### src/rtl/ssm_fp16_pkg.sv
// ssm_fp16_pkg: FP16 constants, lane indexing and exact round-to-nearest-even FP16 arithmetic
package ssm_fp16_pkg;
  localparam int DW = 16;
  localparam logic [15:0] FP16_ZERO = 16'h0000;
  localparam logic [15:0] FP16_ONE = 16'h3C00;
  localparam logic [15:0] FP16_HALF = 16'h3800;
  localparam logic [15:0] FP16_QNAN = 16'h7E00;
  function automatic int lane_idx(input int h, input int p, input int p_tile);
    return h * p_tile + p;
  endfunction
  function automatic int eff_exp(input logic [15:0] a);
    return (|a[14:10]) ? int'(a[14:10]) : 1;
  endfunction
  function automatic logic is_nan(input logic [15:0] a);
    return (&a[14:10]) && (|a[9:0]);
  endfunction
  function automatic logic is_inf(input logic [15:0] a);
    return (&a[14:10]) && !(|a[9:0]);
  endfunction
  // Rounds the exact value m * 2^e to FP16; subnormals fall out of clamping the exponent at 1.
  function automatic logic [15:0] fp16_pack(input logic s, input int e, input logic [47:0] m);
    int l, be, sh, r;
    logic [95:0] t;
    l = 0;
    for (int i = 0; i < 48; i++) if (m[i]) l = i;
    be = l + e + 15;
    if (be < 1) be = 1;
    sh = be - 25 - e;
    t = (sh <= 0) ? {m << (-sh), 48'b0} : ({m, 48'b0} >> ((sh > 49) ? 49 : sh));
    r = int'(t[59:48]) + int'(t[47] & ((|t[46:0]) | t[48]));
    r = ((be - 1) << 10) + r;
    if (m == '0) r = 0;
    else if (r > 31744) r = 31744;
    return {s, r[14:0]};
  endfunction
  function automatic logic [15:0] fp16_mul(input logic [15:0] a, input logic [15:0] b);
    logic s;
    logic [21:0] pm;
    s = a[15] ^ b[15];
    pm = {|a[14:10], a[9:0]} * {|b[14:10], b[9:0]};
    if (is_nan(a) || is_nan(b) || (is_inf(a) && !(|b[14:0])) || (is_inf(b) && !(|a[14:0]))) return FP16_QNAN;
    if (is_inf(a) || is_inf(b)) return {s, 15'h7C00};
    return fp16_pack(s, eff_exp(a) + eff_exp(b) - 50, {26'b0, pm});
  endfunction
  function automatic logic [15:0] fp16_add(input logic [15:0] a, input logic [15:0] b);
    int ea, eb, emin;
    logic [47:0] xa, xb, m;
    logic s;
    if (is_nan(a) || is_nan(b) || (is_inf(a) && is_inf(b) && a[15] != b[15])) return FP16_QNAN;
    if (is_inf(a)) return a;
    if (is_inf(b)) return b;
    ea = eff_exp(a);
    eb = eff_exp(b);
    emin = (ea < eb) ? ea : eb;
    xa = {37'b0, |a[14:10], a[9:0]} << (ea - emin);
    xb = {37'b0, |b[14:10], b[9:0]} << (eb - emin);
    if (a[15] == b[15]) begin
      m = xa + xb;
      s = a[15];
    end else if (xa >= xb) begin
      m = xa - xb;
      s = (xa == xb) ? 1'b0 : a[15];
    end else begin
      m = xb - xa;
      s = b[15];
    end
    return fp16_pack(s, emin - 25, m);
  endfunction
endpackage

### src/rtl/ssm_y_skip_add_if.sv
// ssm_y_skip_add_if: x/D issue, accumulator sum input and y result bundle
interface ssm_y_skip_add_if import ssm_fp16_pkg::*; #(
  parameter int H_TILE = 1,
  parameter int P_TILE = 1,
  parameter int DEPTH = 4
);
  localparam int W = H_TILE * P_TILE * DW;
  logic x_valid_i;
  logic x_ready_o;
  logic [W-1:0] x_i;
  logic [H_TILE*DW-1:0] D_i;
  logic sum_valid_i;
  logic [W-1:0] sum_hp_i;
  logic y_valid_o;
  logic [W-1:0] y_o;
  logic err_underflow_o;
  logic [$clog2(DEPTH):0] fifo_count_o;
  modport master (
    output x_valid_i, x_i, D_i, sum_valid_i, sum_hp_i,
    input x_ready_o, y_valid_o, y_o, err_underflow_o, fifo_count_o
  );
  modport slave (
    input x_valid_i, x_i, D_i, sum_valid_i, sum_hp_i,
    output x_ready_o, y_valid_o, y_o, err_underflow_o, fifo_count_o
  );
endinterface

### src/rtl/fp16_add_wrapper.sv
// fp16_add_wrapper: FP16 add with a fixed LAT-cycle pipeline
module fp16_add_wrapper import ssm_fp16_pkg::*; #(
  parameter int LAT = 4
) (
  input  logic clk,
  input  logic [DW-1:0] a,
  input  logic [DW-1:0] b,
  output logic [DW-1:0] y
);
  logic [DW-1:0] pipe [LAT];
  always_ff @(posedge clk) begin
    pipe[0] <= fp16_add(a, b);
    for (int i = 1; i < LAT; i++) pipe[i] <= pipe[i-1];
  end
  assign y = pipe[LAT-1];
endmodule

### src/rtl/fp16_mul_wrapper.sv
// fp16_mul_wrapper: FP16 multiply with a fixed LAT-cycle pipeline
module fp16_mul_wrapper import ssm_fp16_pkg::*; #(
  parameter int LAT = 4
) (
  input  logic clk,
  input  logic [DW-1:0] a,
  input  logic [DW-1:0] b,
  output logic [DW-1:0] y
);
  logic [DW-1:0] pipe [LAT];
  always_ff @(posedge clk) begin
    pipe[0] <= fp16_mul(a, b);
    for (int i = 1; i < LAT; i++) pipe[i] <= pipe[i-1];
  end
  assign y = pipe[LAT-1];
endmodule

### src/rtl/ssm_tile_fifo.sv
// ssm_tile_fifo: synchronous FIFO; head read from storage, a pushed word is visible the cycle after
module ssm_tile_fifo #(
  parameter int WIDTH = 16,
  parameter int DEPTH = 4
) (
  input  logic clk,
  input  logic rst,
  input  logic push,
  input  logic [WIDTH-1:0] wdata,
  input  logic pop,
  output logic [WIDTH-1:0] rdata,
  output logic [$clog2(DEPTH):0] count
);
  localparam int AW = $clog2(DEPTH);
  localparam int CW = AW + 1;
  logic [WIDTH-1:0] mem [DEPTH];
  logic [AW-1:0] wp, rp;
  always_ff @(posedge clk) if (push) mem[wp] <= wdata;
  always_ff @(posedge clk) begin
    if (rst) begin
      wp <= '0;
      rp <= '0;
      count <= '0;
    end else begin
      if (push) wp <= wp + AW'(1);
      if (pop) rp <= rp + AW'(1);
      count <= count + CW'(push) - CW'(pop);
    end
  end
  assign rdata = mem[rp];
endmodule

### src/rtl/ssm_y_skip_add.sv
// ssm_y_skip_add: y = sum_hp + D*x, with D*x computed at x issue and parked in a FIFO until its sum arrives
module ssm_y_skip_add import ssm_fp16_pkg::*; #(
  parameter int H_TILE = 1,
  parameter int P_TILE = 1,
  parameter int DEPTH = 4,
  parameter int MUL_LAT = 4,
  parameter int ADD_LAT = 4
) (
  input logic clk,
  input logic rst,
  ssm_y_skip_add_if.slave bus
);
  localparam int LANES = H_TILE * P_TILE;
  localparam int W = LANES * DW;
  localparam int CW = $clog2(DEPTH) + 1;
  logic [MUL_LAT-1:0] mv;
  logic [ADD_LAT-1:0] av;
  logic [W-1:0] prod, head, sum_y, y_hold;
  logic [CW-1:0] count, inflight;
  logic accept, pop, ready, err;
  always_comb begin
    inflight = '0;
    for (int i = 0; i < MUL_LAT; i++) inflight = inflight + CW'(mv[i]);
  end
  // Products still in the multiplier already own a FIFO slot, so a push can never overflow.
  assign ready = (32'(count) + 32'(inflight)) < 32'(DEPTH);
  assign accept = bus.x_valid_i && ready;
  assign pop = bus.sum_valid_i && count != '0;
  always_ff @(posedge clk) begin
    if (rst) begin
      mv <= '0;
      av <= '0;
      err <= 1'b0;
      y_hold <= {LANES{FP16_ZERO}};
    end else begin
      mv <= MUL_LAT'({mv, accept});
      av <= ADD_LAT'({av, pop});
      if (bus.sum_valid_i && count == '0) err <= 1'b1;
      if (av[ADD_LAT-1]) y_hold <= sum_y;
    end
  end
  ssm_tile_fifo #(.WIDTH(W), .DEPTH(DEPTH)) u_fifo (
    .clk(clk), .rst(rst), .push(mv[MUL_LAT-1]), .wdata(prod),
    .pop(pop), .rdata(head), .count(count)
  );
  for (genvar h = 0; h < H_TILE; h++) begin : g_h
    for (genvar p = 0; p < P_TILE; p++) begin : g_p
      localparam int L = lane_idx(h, p, P_TILE);
      fp16_mul_wrapper #(.LAT(MUL_LAT)) u_mul (
        .clk(clk), .a(bus.D_i[h*DW +: DW]), .b(bus.x_i[L*DW +: DW]), .y(prod[L*DW +: DW])
      );
      fp16_add_wrapper #(.LAT(ADD_LAT)) u_add (
        .clk(clk), .a(head[L*DW +: DW]), .b(bus.sum_hp_i[L*DW +: DW]), .y(sum_y[L*DW +: DW])
      );
    end
  end
  assign bus.x_ready_o = ready;
  assign bus.y_valid_o = av[ADD_LAT-1];
  assign bus.y_o = av[ADD_LAT-1] ? sum_y : y_hold;
  assign bus.err_underflow_o = err;
  assign bus.fifo_count_o = count;
endmodule
### src/flat_wrapper.sv
// flat-port wrapper written by rule: the top's interface ports become plain ports
module ssm_y_skip_add_flat import ssm_fp16_pkg::*;
#(
  parameter int H_TILE = 1,
  parameter int P_TILE = 1,
  parameter int DEPTH = 4,
  parameter int MUL_LAT = 4,
  parameter int ADD_LAT = 4
)
  (clk, rst, bus_x_valid_i, bus_x_i, bus_D_i, bus_sum_valid_i, bus_sum_hp_i, bus_x_ready_o, bus_y_valid_o, bus_y_o, bus_err_underflow_o, bus_fifo_count_o);
  ssm_y_skip_add_if #(.H_TILE(H_TILE), .P_TILE(P_TILE), .DEPTH(DEPTH)) bus_i ();
  input logic clk;
  input logic rst;
  input wire logic [$bits(bus_i.x_valid_i)-1:0] bus_x_valid_i;
  input wire logic [$bits(bus_i.x_i)-1:0] bus_x_i;
  input wire logic [$bits(bus_i.D_i)-1:0] bus_D_i;
  input wire logic [$bits(bus_i.sum_valid_i)-1:0] bus_sum_valid_i;
  input wire logic [$bits(bus_i.sum_hp_i)-1:0] bus_sum_hp_i;
  output wire logic [$bits(bus_i.x_ready_o)-1:0] bus_x_ready_o;
  output wire logic [$bits(bus_i.y_valid_o)-1:0] bus_y_valid_o;
  output wire logic [$bits(bus_i.y_o)-1:0] bus_y_o;
  output wire logic [$bits(bus_i.err_underflow_o)-1:0] bus_err_underflow_o;
  output wire logic [$bits(bus_i.fifo_count_o)-1:0] bus_fifo_count_o;
  assign bus_i.x_valid_i = bus_x_valid_i;
  assign bus_i.x_i = bus_x_i;
  assign bus_i.D_i = bus_D_i;
  assign bus_i.sum_valid_i = bus_sum_valid_i;
  assign bus_i.sum_hp_i = bus_sum_hp_i;
  assign bus_x_ready_o = bus_i.x_ready_o;
  assign bus_y_valid_o = bus_i.y_valid_o;
  assign bus_y_o = bus_i.y_o;
  assign bus_err_underflow_o = bus_i.err_underflow_o;
  assign bus_fifo_count_o = bus_i.fifo_count_o;
  ssm_y_skip_add #(.H_TILE(H_TILE), .P_TILE(P_TILE), .DEPTH(DEPTH), .MUL_LAT(MUL_LAT), .ADD_LAT(ADD_LAT)) u_core (.clk(clk), .rst(rst), .bus(bus_i));
endmodule
### config.mk
export PLATFORM = sky130hd
export DESIGN_NAME = ssm_y_skip_add_flat
export DESIGN_NICKNAME = d
export VERILOG_FILES = /design/src/rtl/ssm_fp16_pkg.sv /design/src/rtl/ssm_y_skip_add_if.sv /design/src/rtl/fp16_add_wrapper.sv /design/src/rtl/fp16_mul_wrapper.sv /design/src/rtl/ssm_tile_fifo.sv /design/src/rtl/ssm_y_skip_add.sv /design/src/flat_wrapper.sv
export SDC_FILE = /design/constraint.sdc
export NUM_CORES = 1
export LEC_CHECK = 0
export ABC_AREA = 1
export ABC_CLOCK_PERIOD_IN_PS = 26800
export BUFFER_PORTS_ARGS = -buffer_cell sky130_fd_sc_hd__buf_2
export CELL_PAD_IN_SITES_DETAIL_PLACEMENT = 1
export CELL_PAD_IN_SITES_GLOBAL_PLACEMENT = 1
export CORE_AREA = 2 2 334 336
export CTS_BUF_LIST = sky130_fd_sc_hd__clkbuf_4 sky130_fd_sc_hd__clkbuf_8 sky130_fd_sc_hd__clkbuf_16
export DETAILED_ROUTE_END_ITERATION = 6
export DIE_AREA = 0 0 336 338
export GPL_TIMING_DRIVEN = 0
export HOLD_SLACK_MARGIN = 0.08
export PLACE_DENSITY_LB_ADDON = 0.1
export SYNTH_ARGS = -nofsm -noshare
export SYNTH_HDL_FRONTEND = slang
export SYNTH_HIERARCHICAL = 1
export SYNTH_SLANG_ARGS = --single-unit
### constraint.sdc
create_clock -name clk -period 26.8 [get_ports clk]
set_input_delay 4.02 -clock clk [delete_from_list [all_inputs] [get_ports clk]]
set_output_delay 4.02 -clock clk [all_outputs]
set_load 0.02 [all_outputs]
* Yosys cells after proc, flatten, opt, wreduce, memory -nomap -nowiden
Memory sizes are Yosys's and may differ from the RTL's. A register that Yosys moved wholly into a read port is not among the register bits. Index checks and enable logic that the tools add are counted.
Cells by class: add/sub/neg operators 32, $mul 1, order comparisons 11, equality and inequality tests 3, shift operators 6, muxes and demuxes 125, bitwise operators 5, reductions and logical operators 47
Operators by type and width (number):
- $mux W32 | 80
- $mux W48 | 5
- $mux W16 | 11
- $mux W60 | 2
- $shl A11 B32 Y48 | 2
- $shr A96 B32 Y60 | 1
- $sub A48 B48 Y48 | 2
- $reduce_or A47 Y1 | 2
- $shr A70 B32 Y60 | 1
- $add A32 B14 Y32 | 2
- $add A32 B5 Y32 const B | 2
- $gt A32 B16 Y1 const B | 2
- $gt A32 B7 Y1 const B | 2
- $le A32 B1 Y1 const B | 2
- $lt A32 B2 Y1 const B | 2
- $neg A32 Y32 | 2
- $sub A32 B6 Y32 const B | 2
- $mux W15 | 4
- $add A48 B48 Y48 | 1
- $eq A48 B48 Y1 | 1
- $ge A48 B48 Y1 | 1
- $logic_not A48 Y1 | 1
- $shl A48 B32 Y12 | 1
- $sub A22 B2 Y22 const B | 2
- 36 further kinds | 97
Word-level totals: bits in registers 32, bits in writable memories 192, input bits 52, word-level logic and storage cells 240, memories 3
Memory list:
- u_core.g_h[0].g_p[0].u_add.pipe | words 4, width 16, read ports 4, clocked after Yosys merged registers in 0, write ports 4, RTL line fp16_add_wrapper.sv:10 | logic [DW-1:0] pipe [LAT];
- u_core.g_h[0].g_p[0].u_mul.pipe | words 4, width 16, read ports 4, clocked after Yosys merged registers in 0, write ports 4, RTL line fp16_mul_wrapper.sv:10 | logic [DW-1:0] pipe [LAT];
- u_core.u_fifo.mem | words 4, width 16, read ports 1, clocked after Yosys merged registers in 1, write ports 1, RTL line ssm_tile_fifo.sv:16 | logic [WIDTH-1:0] mem [DEPTH];

* Depth between registers and ports, before layout
Gate-level depths: netlist (run 1).
word-level depth 87, gate-level depth with buffers 198, gate-level depth less buffers 191

* Hierarchy
Netlist (run 1), hierarchy kept.
By module, submodules not included:
- fp16_add_wrapper | times used 1, cells each 4135, area each 22530.4 µm²
- fp16_mul_wrapper | times used 1, cells each 2334, area each 13880.8 µm²
- ssm_tile_fifo | times used 1, cells each 239, area each 2969.1 µm²
- ssm_y_skip_add | times used 1, cells each 130, area each 1064.8 µm²

* Least setup slack after synthesis (run 1)
Ideal clock, no wire load.
path kind input -> register, from input bus_sum_hp_i[12], to memory u_core.g_h[0].g_p[0].u_add.pipe[0][13], arrival 23.563 ns, slack 3.112 ns, stages 173, path buffers 7, cell sequence inv_1 ha_1 a21oi_1 o21ai_0 nor2_1 nand2_2 buf_6 o21ai_0 inv_1 fa_1 o21ai_0 nand3_1 nand2_2 nand2_4 inv_4 nand2_4 inv_4 nand3_1 [... 137 more ...] nand2_1 a21oi_1 nand2_1 nor4_1 nand4_1 xor2_1 a2111o_1 nor3_1 nand4_1 a21oi_1 nand3_1 nor2_1 nand3_1 nand2_2 buf_6 nand2_1 nand2_1 nand2_1
RTL lines:
- from (decl) | RTL line flat_wrapper.sv:18 | input wire logic [$bits(bus_i.sum_hp_i)-1:0] bus_sum_hp_i;
- to (decl) | RTL line fp16_add_wrapper.sv:10

==> results_dict.tcl, run 1 <==
set metrics [dict create \
    drtPass1Iterations 6 \
    drtAntennaViolNets 0 \
    worstPathArrival_ns 26.14 \
    syn_avg_cell_area_um2 5.91 \
    gp_congestion 1.02 \
    instances_no_fill 8620 \
    first_iter_violations 3069 \
    h-tree-depth 1 \
    slowest_delay_ns 0.55 \
    grt_max_degree 39 \
    numCtsBuffers 23 \
    die_h_um 338 \
    synth_top_area_cell "nand2_1" \
    synthTopCellsByArea "nand2_1 15%, ha_1 12%, inv_1 11%" \
    worstPathRequired_ns 27.20 \
    wl_per_cell_um 20.3 \
    layout.nets 7653 \
    yosysWarnings 6 \
    start_util 0.367 \
    slew_headroom 0.0811 \
    yosysTopAreaCellShare 0.151 \
    yosys_most_used_dff "dfxtp_1" \
    grt_antenna_before_repair 2 \
    die_area_um2 114000 \
    final_common_cell "nand2_1" \
    grt_pass1_vias 45620 \
    critPathLaunch "bus_sum_hp_i[11]" \
    io_buffers 73 \
    hpwl_mm 147 \
    clock_latency_ns 0.53 \
    via_count 46111 \
    cts_tree "done" \
    cts_sinks 226 \
    ctsHoldBuffers 0 \
    ys_ff_latch 226 \
    finalCritPeriodShare 0.960 \
    multi_input_area_um2 32400 \
    grt.overflow.total 0 \
    final_layout_size_suffix_gt1_frac 0.144 \
    post_synth_num_cell_types 93 \
    chipWidth_um 336 \
    setup_viol 0 \
    max_freq_ghz 0.0389 \
    setup_slack_ns 1.06 \
    hold_violations 0 \
    synth_edf_count 64 \
    final-seq-area_um2 5160 \
    ys_seq_area_frac 0.128 \
    critPathCaptureType "register" \
    core_um2 110000 \
    cts-root-buf "clkbuf_16" \
    rows 122 \
    critical_path.top_delay_family "simple AND/OR/NAND/NOR gates" \
    dp_slack_ns -5.88 \
    routed_wl_mm 175 \
    final.fill_count 14917 \
    cp_num_buf_inv 23 \
    path_class "in2reg" \
    startpoint_type "input pin" \
    utilization 0.437 \
    syn_to_final_growth_pct 19.0 \
    gr-usage-all-layers 0.295 \
    synth_top_family_by_area "simple AND/OR/NAND/NOR gates" \
    maxCapViolCount 0 \
    maxSlewViolCount 0 \
    fin_crit_ns 25.74 \
    min_from "u_core/g_h[0].g_p[0].u_add/pipe[1][7]" \
    synth-compound-area-share 0.172 \
    synthMuxAreaShare 0.00346 \
    synth-async-reset-ratio 0 \
    drc 0 \
    run_status "finished, final reports clean" \
    synth_xor_area_frac 0.0466 \
    clk_path_buf_depth 3 \
    synth_area_um2 40400 \
    cp_common_cell "nand2_1" \
    worst_pin_slew_ns 1.37 \
    dp_cells 8429 \
    skew_ns 0.0189 \
    clkTransAtPathRegs_ns 0.06 \
    critPathSlowestCell "xor2_1" \
    hold_class "reg2reg" \
    viasPerCell 5.35 \
    grt_pass1_wl_mm 264 \
    synthAdderAreaFrac 0.168 \
    path_max_fanout 10 \
    layout_common_cells "1569 x nand2_1, 1192 x inv_1, 672 x nor2_1, 412 x a21oi_1, 395 x nand3_1" \
    synth-simple-area-share 0.336 \
    ios 74 \
    syn-instance-count 6838 \
]
## repair_timing
| item | 4_1_cts | 5_1_grt |
|---|---|---|
| setup endpoints to repair | 15 | 15 |
| resized for setup | 282 | 542 |
| buffers inserted | 40 | 131 |
| cloned | 0 | 4 |
| pin swaps | 33 | 190 |
## metal layers
metal  global-route usage  routed length [um]  vias to the layer above
li1                     -                   -                    22450
met1                0.387               78000                    22334
met2                0.524               83400                     1107
met3               0.0245                8100                      220
met4               0.0682                5260                        0
met5                    0                   0                        -
## through the flow
step	hold slack [ns]	instance area (um2)	setup TNS, ns
after floorplan	0.310	40600	0
after global placement	0.310	42800	-82.48
after detailed placement	0.313	42800	-86.57
after CTS	0.318	45000	0
after global routing	0.317	48100	-4.82
final	0.318	48100	0
## flip-flops by register name (all words and copies together), names as in the netlist, named ones only
register and count:
u_core/bus.err_underflow_o 1, u_core/mv 4, u_core/u_fifo/count 3, u_core/av 4, u_core/y_hold 16, u_core/u_fifo/rp 2
u_core/g_h.g_p.u_add/pipe 64, u_core/u_fifo/mem 64, u_core/u_fifo/wp 2, u_core/g_h.g_p.u_mul/pipe 64
## logic make-up after synthesis
kind of cell,count (synthesis)
simple gates,3202
mux,14
fa+ha+maj,487
compound gates,1215
buf+inv,1483
flops,226
xor+xnor,209
other cells,2
## layout make-up
cell class              count  area share
plain buffers             197      0.0262
inverters                1259      0.0994
clock buffers              31      0.0149
clock inverters            11     0.00255
multi-input cells        5159       0.672
flip-flops and latches    226       0.107
well taps                1488      0.0387
repair buffers            248      0.0386
diodes                      1   0.0000520
## cell usage after synthesis (17+ instances only)
master and n:
nor2_1 775, clkbuf_1 133, buf_2 42, nand2_1 1630, inv_1 1231, nand2_2 37, xor2_1 162, xnor2_1 40
or2_2 18, edfxtp_1 64, o211ai_1 50, fa_1 95, o21ai_0 330, a211oi_1 17, nand3_1 410, o21ai_1 129
ha_1 392, nor4_1 45, a31oi_1 36, nor3_1 88, buf_6 21, o22ai_1 34, dfxtp_1 162, a21oi_2 20
o21bai_1 21, a21oi_1 444, nand4_1 101
## worst paths after layout
kind | to | slack (ns) | cells after the start
worst max-delay path | u_core/g_h[0].g_p[0].u_add/pipe[0][13] | 1.06 | 160
worst min-delay path | u_core/g_h[0].g_p[0].u_add/pipe[2][7] | 0.32 | 0
worst max register to register | u_core/g_h[0].g_p[0].u_add/pipe[0][13] | 3.56 | 162
worst min register to register | u_core/g_h[0].g_p[0].u_add/pipe[2][7] | 0.32 | 0
Power of run 1 is left out: the tool's default activity adds up to more than one toggle a clock period on the data nets, which glitch-free logic cannot reach.
==> inputs of run 2 (changes only) <==
- CORE_AREA: 2 2 334 336 -> 2 2 332 334
- DIE_AREA: 0 0 336 338 -> 0 0 334 336
- SETUP_SLACK_MARGIN: unset -> 0.4
- SYNTH_HIERARCHICAL: 1 -> unset
==> run 2 against run 1 <==
Compared with the run above:
- synthesized area decreased by 1.4%
- register-to-register slack got worse by 0.39 ns
- routed wire length increased by 2.2%
- cell count decreased by 2.5%
- largest cell class unchanged
- via count decreased by 1.2%
- first-iteration DRC count decreased by 2.1%
==> results_dict.tcl, run 2 <==
set metrics [dict create \
    r2r_setup_slack_ns 3.17 \
    grt_pass1_vias 45136 \
    ys_ff_latch 226 \
    clk_path_buf_depth 3 \
    skew_ns 0.0141 \
    hold_violations 0 \
    drtPass1Iterations 5 \
    finalCritPeriodShare 0.965 \
    ios 74 \
    reg2reg_to "u_core.g_h[0].g_p[0].u_add.pipe[0][13]" \
    syn_to_final_growth_pct 19.9 \
    yosys_most_used_dff "dfxtp_1" \
    gp_congestion 0.983 \
    grt.overflow.total 0 \
    syn-instance-count 6639 \
    layout.nets 7510 \
    yosysTopAreaCellShare 0.146 \
    core_um2 108000 \
    syn_avg_cell_area_um2 6.01 \
    h-tree-depth 1 \
    top_regs "u_core.g_h.g_p.u_add.pipe x64, u_core.g_h.g_p.u_mul.pipe x64, u_core.u_fifo.mem x64" \
    synthTopCellsByArea "nand2_1 15%, ha_1 12%, inv_1 10%" \
    die_h_um 336 \
    slew_headroom 0.0811 \
    routed_wl_mm 179 \
    worstPathRequired_ns 27.19 \
    path_class "in2reg" \
    numCtsBuffers 23 \
    synth_area_um2 39900 \
    synth_common_cells "1548 x nand2_1, 1104 x inv_1, 765 x nor2_1" \
    setup_viol 0 \
    gr-usage-all-layers 0.301 \
    critPathSlowestCell "fa_2" \
    maxCapViolCount 0 \
    critPathCaptureType "register" \
    instances_no_fill 8402 \
    wl_per_cell_um 21.3 \
    utilization 0.441 \
    run_status "finished, final reports clean" \
    chipWidth_um 334 \
    start_util 0.368 \
    cts_tree "done" \
    ff2ff_path_depth 182 \
    worstPathArrival_ns 26.26 \
    cts_sinks 226 \
    min_from "u_core.g_h[0].g_p[0].u_mul.pipe[2][4]" \
    drc 0 \
    max_freq_ghz 0.0387 \
    rows 121 \
    dp_cells 8157 \
    hold_depth 0 \
    ctsHoldBuffers 0 \
    n_antenna_cell 0 \
    final_layout_size_suffix_gt1_frac 0.162 \
    yosysWarnings 0 \
    via_count 45551 \
    slowest_delay_ns 0.39 \
    worst_pin_slew_ns 1.36 \
    post_synth_num_cell_types 86 \
    min_to "u_core.g_h[0].g_p[0].u_mul.pipe[3][4]" \
    cts-root-buf "clkbuf_16" \
    drtAntennaViolNets 0 \
    synth-async-reset-ratio 0 \
    grt_antenna_before_repair 0 \
    fin_crit_ns 25.87 \
    startpoint_type "input pin" \
    maxSlewViolCount 0 \
    grt_pass1_wl_mm 264 \
    clock_latency_ns 0.52 \
    grt_max_degree 39 \
    ys_seq_area_frac 0.130 \
    yosysMostFrequentCell "nand2_1" \
    final_common_cell "nand2_1" \
    hpwl_mm 148 \
    path_max_fanout 8 \
    io_buffers 72 \
    grt_setup_unrepaired "true" \
    first_iter_violations 3004 \
    cp_common_cell "nand2_1" \
    final.fill_count 14567 \
    viasPerCell 5.42 \
    die_area_um2 112000 \
    synth_edf_count 64 \
    clkTransAtPathRegs_ns 0.07 \
    synth_top_area_cell "nand2_1" \
    layout_common_cells "1480 x nand2_1, 1058 x inv_1, 657 x nor2_1, 374 x nand3_1, 361 x ha_1" \
    hold_class "reg2reg" \
]
-- run 2: cell type report --
cell class / instances / area [um2] / area share
clock inverter: 12 / 93.8 / 0.00196
inverter: 1125 / 4280 / 0.0894
sequential: 226 / 5160 / 0.108
clock buffer: 30 / 682 / 0.0143
buffer: 240 / 1660 / 0.0348
timing repair buffer: 279 / 2110 / 0.0441
multi-input combinational: 5076 / 32100 / 0.671
tap: 1414 / 1770 / 0.0370
-- run 2: kinds of logic (layout without fill, tap and decap cells) --
kind of cell / after synthesis / after routing / synth area share
xor+xnor: 247 / 247 / 0.0544
compound gates: 1211 / 1211 / 0.176
buf+inv: 1365 / 1686 / 0.137
flops: 226 / 226 / 0.130
other cells: 2 / 30 / 0.000188
simple gates: 3087 / 3087 / 0.329
fa+ha+maj: 487 / 487 / 0.170
mux: 14 / 14 / 0.00351
-- run 2: what timing repair did --
action                                  4_1_cts  5_1_grt
gates resized for setup                     324      704
cloned                                        0        7
buffers inserted                             67      129
pin swaps                                    47      188
endpoints found under the setup margin       30       30
-- run 2: stage by stage --
stage	hold slack (ns)	setup TNS (ns)	cell area, um2	setup slack (ns)
4_1_cts	0.323	0	44600	0.379
3_3_place_gp	0.310	-82.58	42100	-5.30
5_1_grt	0.323	-4.70	47800	-0.441
3_5_place_dp	0.313	-90.05	42200	-5.48
6_report	0.323	0	47800	0.932
2_1_floorplan	0.310	0	40000	2.88
-- run 2: per-layer routing --
metal	global-route usage	vias to the layer above	part of all wire
met5	0	-	0
met4	0.0889	0	0.036
li1	-	22001	-
met3	0.0306	262	0.050
met2	0.528	1189	0.48
met1	0.389	22099	0.44
-- run 2: worst max-delay path by stage --
stage,from,to,slack (ns)
final,bus_sum_hp_i[13],u_core.g_h[0].g_p[0].u_add.pipe[0][13],0.93
after global routing,bus_sum_hp_i[13],u_core.g_h[0].g_p[0].u_add.pipe[0][13],-0.44
after CTS,bus_sum_hp_i[13],u_core.g_h[0].g_p[0].u_add.pipe[0][13],0.38
after detailed placement,bus_sum_hp_i[11],u_core.g_h[0].g_p[0].u_add.pipe[0][13],-5.48
after global placement,bus_sum_hp_i[11],u_core.g_h[0].g_p[0].u_add.pipe[0][13],-5.30
after floorplan,bus_sum_hp_i[12],u_core.g_h[0].g_p[0].u_add.pipe[0][13],2.88
-- run 2: critical path: cells and delay by family --
family                   cells  cell delay, ns
multiplexers                 1            0.21
XOR/XNOR                     2            0.45
AO/OA/AOI/OAI               28            4.72
adder cells (fa/ha/maj)     10            2.75
buffers and inverters       46            5.75
AND/OR/NAND/NOR             93            8.27
Power of run 2 is left out for the same reason.
